## src/rtl/reaction_stats_if.sv

```systemverilog
// Bundle of the score-keeping stage's timer inputs, controls and display outputs.
interface reaction_stats_if;
  logic       start;
  logic       led;
  logic       measure_q;
  logic       error_q;
  logic       ceo;
  logic [3:0] q2, q1, q0;
  logic       clear_stats;
  logic       show_best;
  logic [3:0] last2, last1, last0;
  logic [3:0] best2, best1, best0;
  logic       best_valid;
  logic [3:0] trials1, trials0;
  logic [3:0] errors1, errors0;
  logic       new_best;
  logic [3:0] disp2, disp1, disp0;
  logic       busy;

  modport master (
    output start, led, measure_q, error_q, ceo, q2, q1, q0, clear_stats, show_best,
    input  last2, last1, last0, best2, best1, best0, best_valid,
           trials1, trials0, errors1, errors0, new_best, disp2, disp1, disp0, busy
  );

  modport slave (
    input  start, led, measure_q, error_q, ceo, q2, q1, q0, clear_stats, show_best,
    output last2, last1, last0, best2, best1, best0, best_valid,
           trials1, trials0, errors1, errors0, new_best, disp2, disp1, disp0, busy
  );
endinterface

```

## src/rtl/reaction_stats.sv

```systemverilog
// Reaction-timer statistics: latches the last valid time, tracks the best
// (minimum) time, counts valid trials and false starts in saturating BCD.
module reaction_stats #(
  parameter int unsigned SAT_COUNT = 99
) (
  input  logic             clk,
  input  logic             reset,
  reaction_stats_if.slave  bus
);

  localparam logic [3:0] SAT1 = 4'(SAT_COUNT / 10);
  localparam logic [3:0] SAT0 = 4'(SAT_COUNT % 10);

  typedef enum logic [2:0] {IDLE, ARMED, CAPTURE, COMMIT, HOLD} state_t;

  state_t          state_q, state_d;
  logic            meas_prev_q, err_prev_q;
  logic            ovf_q;
  logic [2:0][3:0] last_q, best_q;
  logic            best_valid_q, new_best_q;
  logic [7:0]      trials_q, errors_q;

  logic            meas_rise, err_rise, fault_evt, better;
  logic            do_capture, do_commit, do_error, ovf_clr;
  logic [2:0][3:0] raw_digits, clamp_digits, capture_val;

  // Two-digit BCD increment that sticks at the saturation value.
  function automatic logic [7:0] bcd_inc(input logic [7:0] c);
    if (c == {SAT1, SAT0})     return c;
    else if (c[3:0] == 4'd9)   return {c[7:4] + 4'd1, 4'd0};
    else                       return {c[7:4], c[3:0] + 4'd1};
  endfunction

  assign meas_rise = bus.measure_q & ~meas_prev_q;
  assign err_rise  = bus.error_q & ~err_prev_q;
  // A stop before the LED lit is scored exactly like a flagged false start.
  assign fault_evt = err_rise | (meas_rise & ~bus.led);
  // Digits are clamped to 0..9, so the packed 12-bit compare is a BCD magnitude compare.
  assign better    = ~best_valid_q | (last_q < best_q);

  assign raw_digits = {bus.q2, bus.q1, bus.q0};
  for (genvar gi = 0; gi < 3; gi++) begin : g_clamp
    assign clamp_digits[gi] = (raw_digits[gi] > 4'd9) ? 4'd9 : raw_digits[gi];
  end
  assign capture_val = ovf_q ? {4'd9, 4'd9, 4'd9} : clamp_digits;

  // State register.
  always_ff @(posedge clk) begin
    if (reset) state_q <= IDLE;
    else       state_q <= state_d;
  end

  // Next-state and per-cycle action strobes; start always takes priority.
  always_comb begin
    state_d    = state_q;
    do_capture = 1'b0;
    do_commit  = 1'b0;
    do_error   = 1'b0;
    ovf_clr    = 1'b0;
    case (state_q)
      IDLE, HOLD: begin
        if (bus.start) begin
          state_d = ARMED;
          ovf_clr = 1'b1;
        end
      end
      ARMED: begin
        if (bus.start) begin
          ovf_clr = 1'b1;
        end else if (fault_evt) begin
          do_error = 1'b1;
          state_d  = HOLD;
        end else if (meas_rise) begin
          state_d = CAPTURE;
        end
      end
      CAPTURE: begin
        if (bus.start) begin
          state_d = ARMED;
          ovf_clr = 1'b1;
        end else begin
          do_capture = 1'b1;
          state_d    = COMMIT;
        end
      end
      COMMIT: begin
        if (bus.start) begin
          state_d = ARMED;
          ovf_clr = 1'b1;
        end else begin
          do_commit = 1'b1;
          state_d   = HOLD;
        end
      end
      default: state_d = IDLE;
    endcase
  end

  // Edge registers, overflow flag and statistics; clear_stats beats any update.
  always_ff @(posedge clk) begin
    if (reset) begin
      meas_prev_q  <= 1'b0;
      err_prev_q   <= 1'b0;
      ovf_q        <= 1'b0;
      last_q       <= '0;
      best_q       <= '0;
      best_valid_q <= 1'b0;
      new_best_q   <= 1'b0;
      trials_q     <= '0;
      errors_q     <= '0;
    end else begin
      meas_prev_q <= bus.measure_q;
      err_prev_q  <= bus.error_q;
      new_best_q  <= 1'b0;
      if (ovf_clr)                         ovf_q <= 1'b0;
      else if (state_q == ARMED && bus.ceo) ovf_q <= 1'b1;
      if (bus.clear_stats) begin
        last_q       <= '0;
        best_q       <= '0;
        best_valid_q <= 1'b0;
        trials_q     <= '0;
        errors_q     <= '0;
      end else begin
        if (do_capture) last_q <= capture_val;
        if (do_commit) begin
          trials_q <= bcd_inc(trials_q);
          if (better) begin
            best_q       <= last_q;
            best_valid_q <= 1'b1;
            new_best_q   <= 1'b1;
          end
        end
        if (do_error) errors_q <= bcd_inc(errors_q);
      end
    end
  end

  // Display select between last and best time.
  always_comb begin
    {bus.disp2, bus.disp1, bus.disp0} = bus.show_best ? best_q : last_q;
  end

  assign {bus.last2, bus.last1, bus.last0} = last_q;
  assign {bus.best2, bus.best1, bus.best0} = best_q;
  assign bus.best_valid = best_valid_q;
  assign {bus.trials1, bus.trials0} = trials_q;
  assign {bus.errors1, bus.errors0} = errors_q;
  assign bus.new_best = new_best_q;
  assign bus.busy = (state_q == ARMED) || (state_q == CAPTURE) || (state_q == COMMIT);

endmodule

```

## src/flat_wrapper.sv

```systemverilog
// flat-port wrapper written by rule: the top's interface ports become plain ports
module reaction_stats_flat 
#(
  parameter int unsigned SAT_COUNT = 99
)
  (clk, reset, bus_start, bus_led, bus_measure_q, bus_error_q, bus_ceo, bus_q2, bus_q1, bus_q0, bus_clear_stats, bus_show_best, bus_last2, bus_last1, bus_last0, bus_best2, bus_best1, bus_best0, bus_best_valid, bus_trials1, bus_trials0, bus_errors1, bus_errors0, bus_new_best, bus_disp2, bus_disp1, bus_disp0, bus_busy);
  reaction_stats_if bus_i ();
  input  logic clk;
  input  logic reset;
  input wire logic [$bits(bus_i.start)-1:0] bus_start;
  input wire logic [$bits(bus_i.led)-1:0] bus_led;
  input wire logic [$bits(bus_i.measure_q)-1:0] bus_measure_q;
  input wire logic [$bits(bus_i.error_q)-1:0] bus_error_q;
  input wire logic [$bits(bus_i.ceo)-1:0] bus_ceo;
  input wire logic [$bits(bus_i.q2)-1:0] bus_q2;
  input wire logic [$bits(bus_i.q1)-1:0] bus_q1;
  input wire logic [$bits(bus_i.q0)-1:0] bus_q0;
  input wire logic [$bits(bus_i.clear_stats)-1:0] bus_clear_stats;
  input wire logic [$bits(bus_i.show_best)-1:0] bus_show_best;
  output wire logic [$bits(bus_i.last2)-1:0] bus_last2;
  output wire logic [$bits(bus_i.last1)-1:0] bus_last1;
  output wire logic [$bits(bus_i.last0)-1:0] bus_last0;
  output wire logic [$bits(bus_i.best2)-1:0] bus_best2;
  output wire logic [$bits(bus_i.best1)-1:0] bus_best1;
  output wire logic [$bits(bus_i.best0)-1:0] bus_best0;
  output wire logic [$bits(bus_i.best_valid)-1:0] bus_best_valid;
  output wire logic [$bits(bus_i.trials1)-1:0] bus_trials1;
  output wire logic [$bits(bus_i.trials0)-1:0] bus_trials0;
  output wire logic [$bits(bus_i.errors1)-1:0] bus_errors1;
  output wire logic [$bits(bus_i.errors0)-1:0] bus_errors0;
  output wire logic [$bits(bus_i.new_best)-1:0] bus_new_best;
  output wire logic [$bits(bus_i.disp2)-1:0] bus_disp2;
  output wire logic [$bits(bus_i.disp1)-1:0] bus_disp1;
  output wire logic [$bits(bus_i.disp0)-1:0] bus_disp0;
  output wire logic [$bits(bus_i.busy)-1:0] bus_busy;
  assign bus_i.start = bus_start;
  assign bus_i.led = bus_led;
  assign bus_i.measure_q = bus_measure_q;
  assign bus_i.error_q = bus_error_q;
  assign bus_i.ceo = bus_ceo;
  assign bus_i.q2 = bus_q2;
  assign bus_i.q1 = bus_q1;
  assign bus_i.q0 = bus_q0;
  assign bus_i.clear_stats = bus_clear_stats;
  assign bus_i.show_best = bus_show_best;
  assign bus_last2 = bus_i.last2;
  assign bus_last1 = bus_i.last1;
  assign bus_last0 = bus_i.last0;
  assign bus_best2 = bus_i.best2;
  assign bus_best1 = bus_i.best1;
  assign bus_best0 = bus_i.best0;
  assign bus_best_valid = bus_i.best_valid;
  assign bus_trials1 = bus_i.trials1;
  assign bus_trials0 = bus_i.trials0;
  assign bus_errors1 = bus_i.errors1;
  assign bus_errors0 = bus_i.errors0;
  assign bus_new_best = bus_i.new_best;
  assign bus_disp2 = bus_i.disp2;
  assign bus_disp1 = bus_i.disp1;
  assign bus_disp0 = bus_i.disp0;
  assign bus_busy = bus_i.busy;
  reaction_stats #(.SAT_COUNT(SAT_COUNT)) u_core (.clk(clk), .reset(reset), .bus(bus_i));
endmodule
```

## config.mk

```make
export PLATFORM = sky130hd
export DESIGN_NAME = reaction_stats_flat
export DESIGN_NICKNAME = d
export VERILOG_FILES = /design/src/rtl/reaction_stats_if.sv /design/src/rtl/reaction_stats.sv /design/src/flat_wrapper.sv
export SDC_FILE = /design/constraint.sdc
export NUM_CORES = 1
export LEC_CHECK = 0
export ABC_AREA = 1
export CORE_ASPECT_RATIO = 1.4
export CORE_MARGIN = 2
export CORE_UTILIZATION = 25
export DETAILED_ROUTE_END_ITERATION = 10
export DONT_BUFFER_PORTS = 1
export PLACE_DENSITY = 0.5
export SLEW_MARGIN = 30
export SYNTH_ARGS = -nofsm -noshare
export SYNTH_HDL_FRONTEND = slang
export SYNTH_SLANG_ARGS = --single-unit
export TNS_END_PERCENT = 10
```

## constraint.sdc

```tcl
create_clock -name clk -period 2.1 [get_ports clk]
set_input_delay 0.42 -clock clk [delete_from_list [all_inputs] [get_ports clk]]
set_output_delay 0.42 -clock clk [all_outputs]
set_load 0.05 [all_outputs]
```

==> out/summary.txt, run 1 <==
Status -> finished clean
CP Data Arrival Time -> 1310 ps
Number of synthesized register bits -> 48
Distinct cells, synth -> 29
VDD IR max -> 0.290 mV
FF-to-FF Start -> u_core.bus.best2[3]
Worst-path clk slew -> 70 ps
Dpl cell area -> 3110 µm²
Min-delay worst type -> input port to register
Critical Path Fanout Max -> 3
Global route overflow -> 0
First-pass GRT wire length -> 11200 µm
Drt via density -> 4.36
Post-Synthesis Net Count -> 406
Diode count -> 0
Total chip power -> 1.83 mW
Req. time, crit path -> 1680 ps
Post-synthesis sequential area ratio -> 0.379
Most frequent cells in the layout -> nand2_1, buf_4, inv_1
Clk_lat worst skew -> 280 ps
Max-Cap Viols -> 0
DRC Markers -> 0
Max stage delay on crit path -> 330 ps
Initial Util -> 0.256
Area of the multi-input gates -> 1310 µm²
Part of the cycle the worst path needs -> 0.822
Slew @ Worst Pin -> 557 ps
DR iter-0 viols -> 49
Antenna violations before repair -> 0
Post-route minimum period -> 1730 ps
Leading cell type in the layout, fill and taps excluded -> nand2_1
Switching power -> 436 µW
Critical path type -> register to output pin
Fin area -> 3250 µm²
First-pass DRT Iterations -> 4
Die W -> 89.1 µm
Power per Cell Area -> 565 nW/µm²
H-tree levels -> 2
CP Cell Sequence -> buf_4, inv_1, o21ai_1, buf_4
Placer Congestion -> 0.800
Synthesis Warnings -> 0
WL/cell -> 12.4 µm
Syn-to-layout area delta -> 27.9%
Antenna-violating nets left -> 0
Startpoint types -> register
Max Slew Vio Count -> 0
Layout Cells excl Fill -> 560
Pin count of the biggest net entering global routing -> 27
Vias -> 2444
CP Buf/Inv Count -> 3
Clk pwr share -> 0.418
Seq pwr share -> 0.507
# setup viols final -> 0
Slowest CP cell -> dfxtp_1
Post-CTS sizing -> 0
Worst-case clock buffer depth -> 2
Root Buffer -> clkbuf_16
CTS tree -> done
Inst Count DP -> 553
Worst Setup SP -> u_core.bus.last0[1]
Setup bufs post-CTS -> 0
PortBufs -> 0
IO Pins -> 76
Fill cell count -> 1114
Nets -> 461
RSZ-0062 raised after global routing -> no
Site Rows -> 43
Die ar. -> 11000 µm²
Overall global routing resource usage -> 0.133
Switching part of the total -> 0.238
CP top delay family -> buffers and inverters
Hold Path Origin -> reset
Num CTS Buffers -> 5
Logic pwr share -> 0.075
Maximum clock frequency -> 0.579 GHz
Worst Skew -> 4.55 ps
Synth Cell Area -> 2540 µm²
P_int -> 1.40 mW
Final HPWL DP -> 5570 µm
LEAKAGE -> 1.34 nW
Final hold vios -> 0
Worst setup EP type -> output pin
Cell mode on critical path -> buf_4
Vias in the first global route -> 2339
Chip height -> 123 µm
Core ar. -> 9900 µm²
CTS Hold Bufs -> 0
Reg area -> 961 µm²
Mean Syn Cell Area -> 6.86 µm²
Share of cells above drive strength 1 -> 0.176
Post-Syn Instances -> 370
Detailed-route wire length -> 6930 µm
CTS sink cnt -> 48
Worst hold slack -> 199 ps
Rel. slew slack -> 0.628
[Yosys cell counts]
cell type / n / share of area
a211oi_1: 4 / 0.012
a21oi_1: 33 / 0.065
a22oi_1: 1 / 0.0030
a31oi_1: 3 / 0.0074
buf_2: 7 / 0.014
clkbuf_1: 4 / 0.0059
clkinv_1: 1 / 0.0015
dfxtp_1: 48 / 0.38
ha_1: 15 / 0.074
inv_1: 53 / 0.078
inv_2: 3 / 0.0044
nand2_1: 86 / 0.13
nand3_1: 24 / 0.047
nand4_1: 1 / 0.0025
nor2_1: 41 / 0.061
nor2_4: 2 / 0.0089
nor3_1: 2 / 0.0039
nor3_2: 1 / 0.0039
nor3_4: 1 / 0.0064
nor3b_2: 1 / 0.0049
o211ai_1: 1 / 0.0030
o21a_1: 1 / 0.0030
o21ai_0: 28 / 0.055
o21ai_2: 1 / 0.0035
o22ai_1: 1 / 0.0025
o32ai_1: 1 / 0.0035
or2_2: 1 / 0.0025
xnor2_1: 3 / 0.010
xor2_1: 2 / 0.0069
[registers in the layout, summed over array words and instances (netlist names), 4 cells and up]
signal and flops:
u_core.trials_q 8, u_core.bus.last1 4, u_core.bus.last0 4, u_core.errors_q 8, u_core.bus.best0 4, u_core.bus.best1 4, u_core.bus.last2 4, u_core.bus.best2 4
[metal layers]
| layer | vias up | GRT usage | part of all wire |
|---|---|---|---|
| met1 | 1079 | 0.152 | 0.40 |
| met5 | - | 0 | 0 |
| met3 | 8 | 0.0447 | 0.076 |
| li1 | 1292 | - | - |
| met2 | 65 | 0.235 | 0.51 |
| met4 | 0 | 0.0336 | 0.013 |
[power by group through the flow]
stage,registers [mW],logic (mW),clock network (mW)
after floorplan,0.956,0.0985,0
after global placement,0.950,0.137,0
after detailed placement,0.950,0.139,0
after CTS,0.930,0.140,0.800
after global routing,0.931,0.158,0.831
final,0.930,0.137,0.766
[metrics by stage]
stage	util	setup TNS [ps]	setup slack, ps
2_1_floorplan	-	-2020	-195
3_3_place_gp	0.314	0	440
3_5_place_dp	0.314	0	405
4_1_cts	0.328	0	354
5_1_grt	0.328	0	130
6_report	0.328	0	374
[area by class of cell]
class,instances,share of cell area
inverter,57,0.0659
tap,135,0.0520
multi-input combinational,254,0.404
clock inverter,1,0.00154
timing repair buffer,59,0.140
clock buffer,6,0.0397
sequential,48,0.296
[path summary, 6_finish.rpt]
kind	slack [ps]	to	cells past startpoint
setup / recovery	370	bus_disp0[1]	4
hold / removal	200	u_core.meas_prev_q	1
setup reg to reg	420	u_core.bus.best0[1]	12
hold reg to reg	470	u_core.trials_q[6]	2
[cell families (layout without fill, tap and decap cells)]
kind of cell             count (synthesis)  after routing  share of synthesized area
AO/OA/AOI/OAI                           74             74                      0.158
adder cells (fa/ha/maj)                 15             15                     0.0740
flip-flops                              48             48                      0.379
buffers and inverters                   68            123                      0.104
AND/OR/NAND/NOR                        160            160                      0.268
XOR/XNOR                                 5              5                     0.0173
Power figures use the tool's default switching activity.
==> inputs of run 2 (changes only) <==
- clock period: 2.1 -> 1.7 ns (I/O delays scaled with it)
==> out/summary.txt, run 2 (synthesis gave the netlist of run 1 again) <==
Overall global routing resource usage -> 0.127 (was 0.133)
H-tree levels -> 2 (unchanged)
Worst-path clk slew -> 70 ps (about the same)
Part of the cycle the worst path needs -> 0.998
# setup viols final -> 0 (unchanged)
Die ar. -> 11000 µm² (unchanged)
R2r setup slk -> 4 ps (was 420 ps)
Worst Skew -> 9.41 ps (was 4.55 ps)
Pre-CTS worst setup slack -> 36.6 ps (was 405 ps)
Drt via density -> 4.46 (was 4.36)
IO Pins -> 76 (unchanged)
Num CTS Buffers -> 5 (unchanged)
Root Buffer -> clkbuf_16 (unchanged)
Antenna-violating nets left -> 0 (unchanged)
Min-delay worst type -> input port to register (unchanged)
Initial Util -> 0.256 (unchanged)
Slew @ Worst Pin -> 475 ps (was 557 ps)
Site Rows -> 43 (unchanged)
CTS Hold Bufs -> 0 (unchanged)
DR iter-0 viols -> 49 (unchanged)
Global route overflow -> 0 (unchanged)
Clk pwr share -> 0.454 (was 0.418)
Worst-case clock buffer depth -> 2 (unchanged)
Final HPWL DP -> 5480 µm (was 5570 µm)
Critical path type -> register to register (was register to output pin)
Fill cell count -> 1058 (was 1114)
Switching part of the total -> 0.228 (was 0.238)
VDD IR max -> 0.331 mV (was 0.290 mV)
CP Cell Sequence -> inv_1, ha_4, nand2_2, nor2_4, nand2_1, nor2_1, nand2_1, nand2_2, nand2_4, clkbuf_16, a21oi_2, nor2_1 (was buf_4, inv_1, o21ai_1, buf_4)
Share of cells above drive strength 1 -> 0.334 (was 0.176)
P_int -> 1.88 mW (was 1.40 mW)
CP Capture Point -> u_core.bus.best1[1] (was bus_disp0[1])
Switching power -> 557 µW (was 436 µW)
Worst hold slack -> 123 ps (was 199 ps)
Worst setup EP type -> register (was output pin)
Max-Cap Viols -> 0 (unchanged)
Die W -> 89.1 µm (unchanged)
Req. time, crit path -> 1880 ps (was 1680 ps)
R2R depth -> 12 (unchanged)
Vias in the first global route -> 2217 (was 2339)
Chip height -> 123 µm (unchanged)
FF-to-FF Start -> u_core.bus.best2[1] (was u_core.bus.best2[3])
Logic pwr share -> 0.077 (was 0.075)
First-pass DRT Iterations -> 4 (unchanged)
Power per Cell Area -> 667 nW/µm² (was 565 nW/µm²)
Placer Congestion -> 0.750 (was 0.800)
Status -> finished clean (unchanged)
Reg-to-Reg End -> u_core.bus.best1[1] (was u_core.bus.best0[1])
Rel. slew slack -> 0.683 (was 0.628)
Slowest CP cell -> dfxtp_2 (was dfxtp_1)
Worst Setup SP -> u_core.bus.best2[1] (was u_core.bus.last0[1])
PnR worst setup slack -> 3.57 ps (was 374 ps)
Post-route minimum period -> 1700 ps
Syn-to-layout area delta -> 44.3% (was 27.9%)
Leading cell type in the layout, fill and taps excluded -> nand2_1 (unchanged)
Max stage delay on crit path -> 330 ps (about the same)
Pin count of the biggest net entering global routing -> 27 (unchanged)
CTS sink cnt -> 48 (unchanged)
Nets -> 467 (was 461)
LEAKAGE -> 1.47 nW (was 1.34 nW)
First-pass GRT wire length -> 10700 µm (was 11200 µm)
Final TNS setup -> 0 ps (unchanged)
Maximum clock frequency -> 0.589 GHz
CP Data Arrival Time -> 1880 ps (was 1310 ps)
Core ar. -> 9900 µm² (unchanged)
RSZ-0062 raised after global routing -> yes (was no)
Largest registers -> u_core.errors_q (8), u_core.trials_q (8) (unchanged)
Diode count -> 0 (unchanged)
PortBufs -> 0 (unchanged)
Clk_lat worst skew -> 290 ps (was 280 ps)
Max Slew Vio Count -> 0 (unchanged)
CTS tree -> done (unchanged)
Critical Path Fanout Max -> 6 (was 3)
Seq pwr share -> 0.469 (was 0.507)
Final hold vios -> 0 (unchanged)
Vias -> 2524 (was 2444)
DRC Markers -> 0 (unchanged)
Antenna violations before repair -> 0 (unchanged)
WL/cell -> 13.2 µm (was 12.4 µm)
Startpoint types -> register (unchanged)
Most frequent cells in the layout -> nand2_1, buf_4, inv_1 (unchanged)
Detailed-route wire length -> 7460 µm (was 6930 µm)
## run 2: layout make-up
class,instances,area [µm²],share of cell area
clock buffer,6,129,0.0352
clock inverter,1,30.0,0.00820
inverter,57,214,0.0584
multi-input combinational,254,1540,0.420
sequential,48,995,0.272
tap,135,169,0.0461
timing repair buffer,65,587,0.160
## run 2: worst min path at each step
stage | start | endpoint | slack, ps | cells after the start
after global routing | reset | u_core.meas_prev_q | 120 | 1
after detailed placement | reset | u_core.meas_prev_q | 420 | 1
after floorplan | reset | u_core.meas_prev_q | 410 | 1
after CTS | reset | u_core.meas_prev_q | 110 | 1
after global placement | reset | u_core.meas_prev_q | 410 | 1
final | reset | u_core.meas_prev_q | 120 | 1
## run 2: worst max-delay path, delay by kind of cell (launching register included)
family / cells / cell delay [ps]
adders and majority gates: 1 / 270
AOI/OAI and AO/OA: 1 / 120
DFF: 1 / 330
buffers and inverters: 2 / 240
and+or+nand+nor: 8 / 620
## run 2: stage by stage
step                cells  power, mW  area, µm²  utilization
finish                566       2.44       3660        0.370
global placement      555       1.35       3190        0.322
CTS                   562       2.48       3350        0.338
detailed placement    555       1.35       3190        0.322
global route          566       2.55       3660        0.370
floorplan             370       1.30       2570            -
## run 2: power by group through the flow
stage	Combinational (mW)	Sequential, mW	Clock (mW)
2_1_floorplan	0.122	1.18	0
3_3_place_gp	0.178	1.17	0
3_5_place_dp	0.180	1.17	0
4_1_cts	0.180	1.14	1.15
5_1_grt	0.207	1.15	1.19
6_report	0.188	1.14	1.11
## run 2: per-layer routing
layer  track usage  routed length [µm]
met1         0.144                2850
met2         0.237                4060
met3        0.0314                 479
met4        0.0280                  70
met5             0                   0
## run 2: repair_timing
action / in CTS / in global routing
setup buffers: 0 / 1
endpoints found under the setup margin: 0 / 14
hold endpoints to repair: 0 / 0
gates resized for setup: 0 / 52
==> inputs of run 3 (changes only) <==
- RECOVER_POWER: default -> 100
==> out/summary.txt, run 3 (synthesis gave the netlist of run 1 again) <==
Pre-CTS worst setup slack -> 36.6 ps (unchanged)
Core Util, Final -> 0.363 (was 0.370)
Worst setup EP type -> register (unchanged)
Vias in the first global route -> 2217 (unchanged)
Die W -> 89.1 µm (unchanged)
CP Data Arrival Time -> 1870 ps (was 1880 ps)
Antenna-violating nets left -> 0 (unchanged)
Final hold vios -> 0 (unchanged)
Layout Cells excl Fill -> 566 (unchanged)
Num CTS Buffers -> 5 (unchanged)
Global route overflow -> 0 (unchanged)
Worst Setup SP -> u_core.bus.best2[1] (unchanged)
Worst-path clk slew -> 70 ps (about the same)
Share of cells above drive strength 1 -> 0.316 (was 0.334)
Min-delay worst type -> input port to register (unchanged)
Part of the cycle the worst path needs -> 0.996 (was 0.998)
VDD IR max -> 0.331 mV (about the same)
PortBufs -> 0 (unchanged)
FF-to-FF Start -> u_core.bus.best2[1] (unchanged)
Inst Count DP -> 555 (unchanged)
RSZ-0062 raised after global routing -> yes (unchanged)
Chip height -> 123 µm (unchanged)
PnR worst setup slack -> 6.54 ps (was 3.57 ps)
Worst Skew -> 9.46 ps (was 9.41 ps)
Vias -> 2529 (was 2524)
Clk_lat worst skew -> 290 ps (about the same)
Core ar. -> 9900 µm² (unchanged)
Maximum clock frequency -> 0.591 GHz (was 0.589 GHz)
Rel. slew slack -> 0.526 (was 0.683)
Overall global routing resource usage -> 0.127 (unchanged)
DR iter-0 viols -> 47 (was 49)
Post-route minimum period -> 1690 ps (was 1700 ps)
Syn-to-layout area delta -> 41.7% (was 44.3%)
Most frequent cells in the layout -> nand2_1, inv_1, nor2_1 (was nand2_1, buf_4, inv_1)
Diode count -> 0 (unchanged)
Initial Util -> 0.256 (unchanged)
Final HPWL DP -> 5480 µm (unchanged)
Worst hold slack -> 123 ps (about the same)
CTS sink cnt -> 48 (unchanged)
Worst-case clock buffer depth -> 2 (unchanged)
DRC Markers -> 0 (unchanged)
Status -> finished clean (unchanged)
First-pass GRT wire length -> 10700 µm (unchanged)
R2R depth -> 12 (unchanged)
Startpoint types -> register (unchanged)
Leading cell type in the layout, fill and taps excluded -> nand2_1 (unchanged)
Critical path type -> register to register (unchanged)
Hold Path Origin -> reset (unchanged)
Max-Cap Viols -> 0 (unchanged)
Placer Congestion -> 0.750 (unchanged)
R2r setup slk -> 7 ps (was 4 ps)
# setup viols final -> 0 (unchanged)
Drt via density -> 4.47 (was 4.46)
Max Slew Vio Count -> 0 (unchanged)
Critical Path Fanout Max -> 6 (unchanged)
Power per Cell Area -> 678 nW/µm² (was 667 nW/µm²)
Pin count of the biggest net entering global routing -> 27 (unchanged)
Largest registers -> u_core.errors_q (8), u_core.trials_q (8) (unchanged)
Slew @ Worst Pin -> 711 ps (was 475 ps)
CP Capture Point -> u_core.bus.best1[1] (unchanged)
H-tree levels -> 2 (unchanged)
IO Pins -> 76 (unchanged)
Die ar. -> 11000 µm² (unchanged)
Req. time, crit path -> 1880 ps (about the same)
Root Buffer -> clkbuf_16 (unchanged)
Antenna violations before repair -> 0 (unchanged)
Detailed-route wire length -> 7430 µm (was 7460 µm)
WL/cell -> 13.1 µm (was 13.2 µm)
Site Rows -> 43 (unchanged)
First-pass DRT Iterations -> 4 (unchanged)
LEAKAGE -> 1.42 nW (was 1.47 nW)
CTS tree -> done (unchanged)
Reg-to-Reg End -> u_core.bus.best1[1] (unchanged)
Nets -> 467 (unchanged)
## run 3: cell types whose count changed in the layout (fill, tap and decap cells not counted)
cell and change:
buf_4 -22, clkbuf_1 +8, clkbuf_2 +14
## run 3: timing repair
| action | in CTS | in global routing |
|---|---|---|
| endpoints found under the hold margin | 0 | 0 |
| hold buffers | 0 | 0 |
| resized for setup | 0 | 52 |
| setup buffers | 0 | 1 |
| endpoints found under the setup margin | 0 | 14 |
## run 3: area by class of cell
type	instances	area, µm²
flip-flops and latches	48	995
well taps	135	169
clock buffers	6	129
multi-input cells	254	1540
clock inverters	1	30.0
fillers	1071	6300
inverters	57	214
repair buffers	65	522
## run 3: worst min path at each step
stage                         endpoint  slack, ps  cells after the start
floorplan           u_core.meas_prev_q        410                      1
global placement    u_core.meas_prev_q        410                      1
detailed placement  u_core.meas_prev_q        420                      1
CTS                 u_core.meas_prev_q        110                      1
global route        u_core.meas_prev_q        120                      1
finish              u_core.meas_prev_q        120                      1
## run 3: where the power goes
group	leakage [nW]	internal (mW)	switching, mW
clock	0.0769	0.687	0.422
combinational	0.944	0.0607	0.124
sequential	0.399	1.13	0.0116
total	1.42	1.88	0.557
## run 3: metal layers
metal / wire, µm / GRT usage / vias up / share of wire
met3: 480 / 0.0314 / 6 / 0.065
met1: 2820 / 0.144 / 1139 / 0.38
met5: 0 / 0 / - / 0
met4: 70 / 0.0280 / 0 / 0.0094
li1: - / - / 1308 / -
met2: 4060 / 0.237 / 76 / 0.55
## run 3: stage by stage
| stage | setup TNS (ps) | total power, mW | area, µm² |
|---|---|---|---|
| after floorplan | -1750 | 1.30 | 2570 |
| after detailed placement | 0 | 1.35 | 3190 |
| after global placement | 0 | 1.35 | 3190 |
| final | 0 | 2.44 | 3600 |
| after global routing | -708 | 2.54 | 3600 |
| after CTS | 0 | 2.48 | 3350 |
## run 3: critical path, cell delays in order (launching register included)
cell and delay [ps]:
dfxtp_2 330, inv_1 60, ha_4 270, nand2_2 60
nor2_4 120, nand2_1 60, nor2_1 80, nand2_1 60
nand2_2 90, nand2_4 90, clkbuf_16 180, a21oi_2 120
nor2_1 60
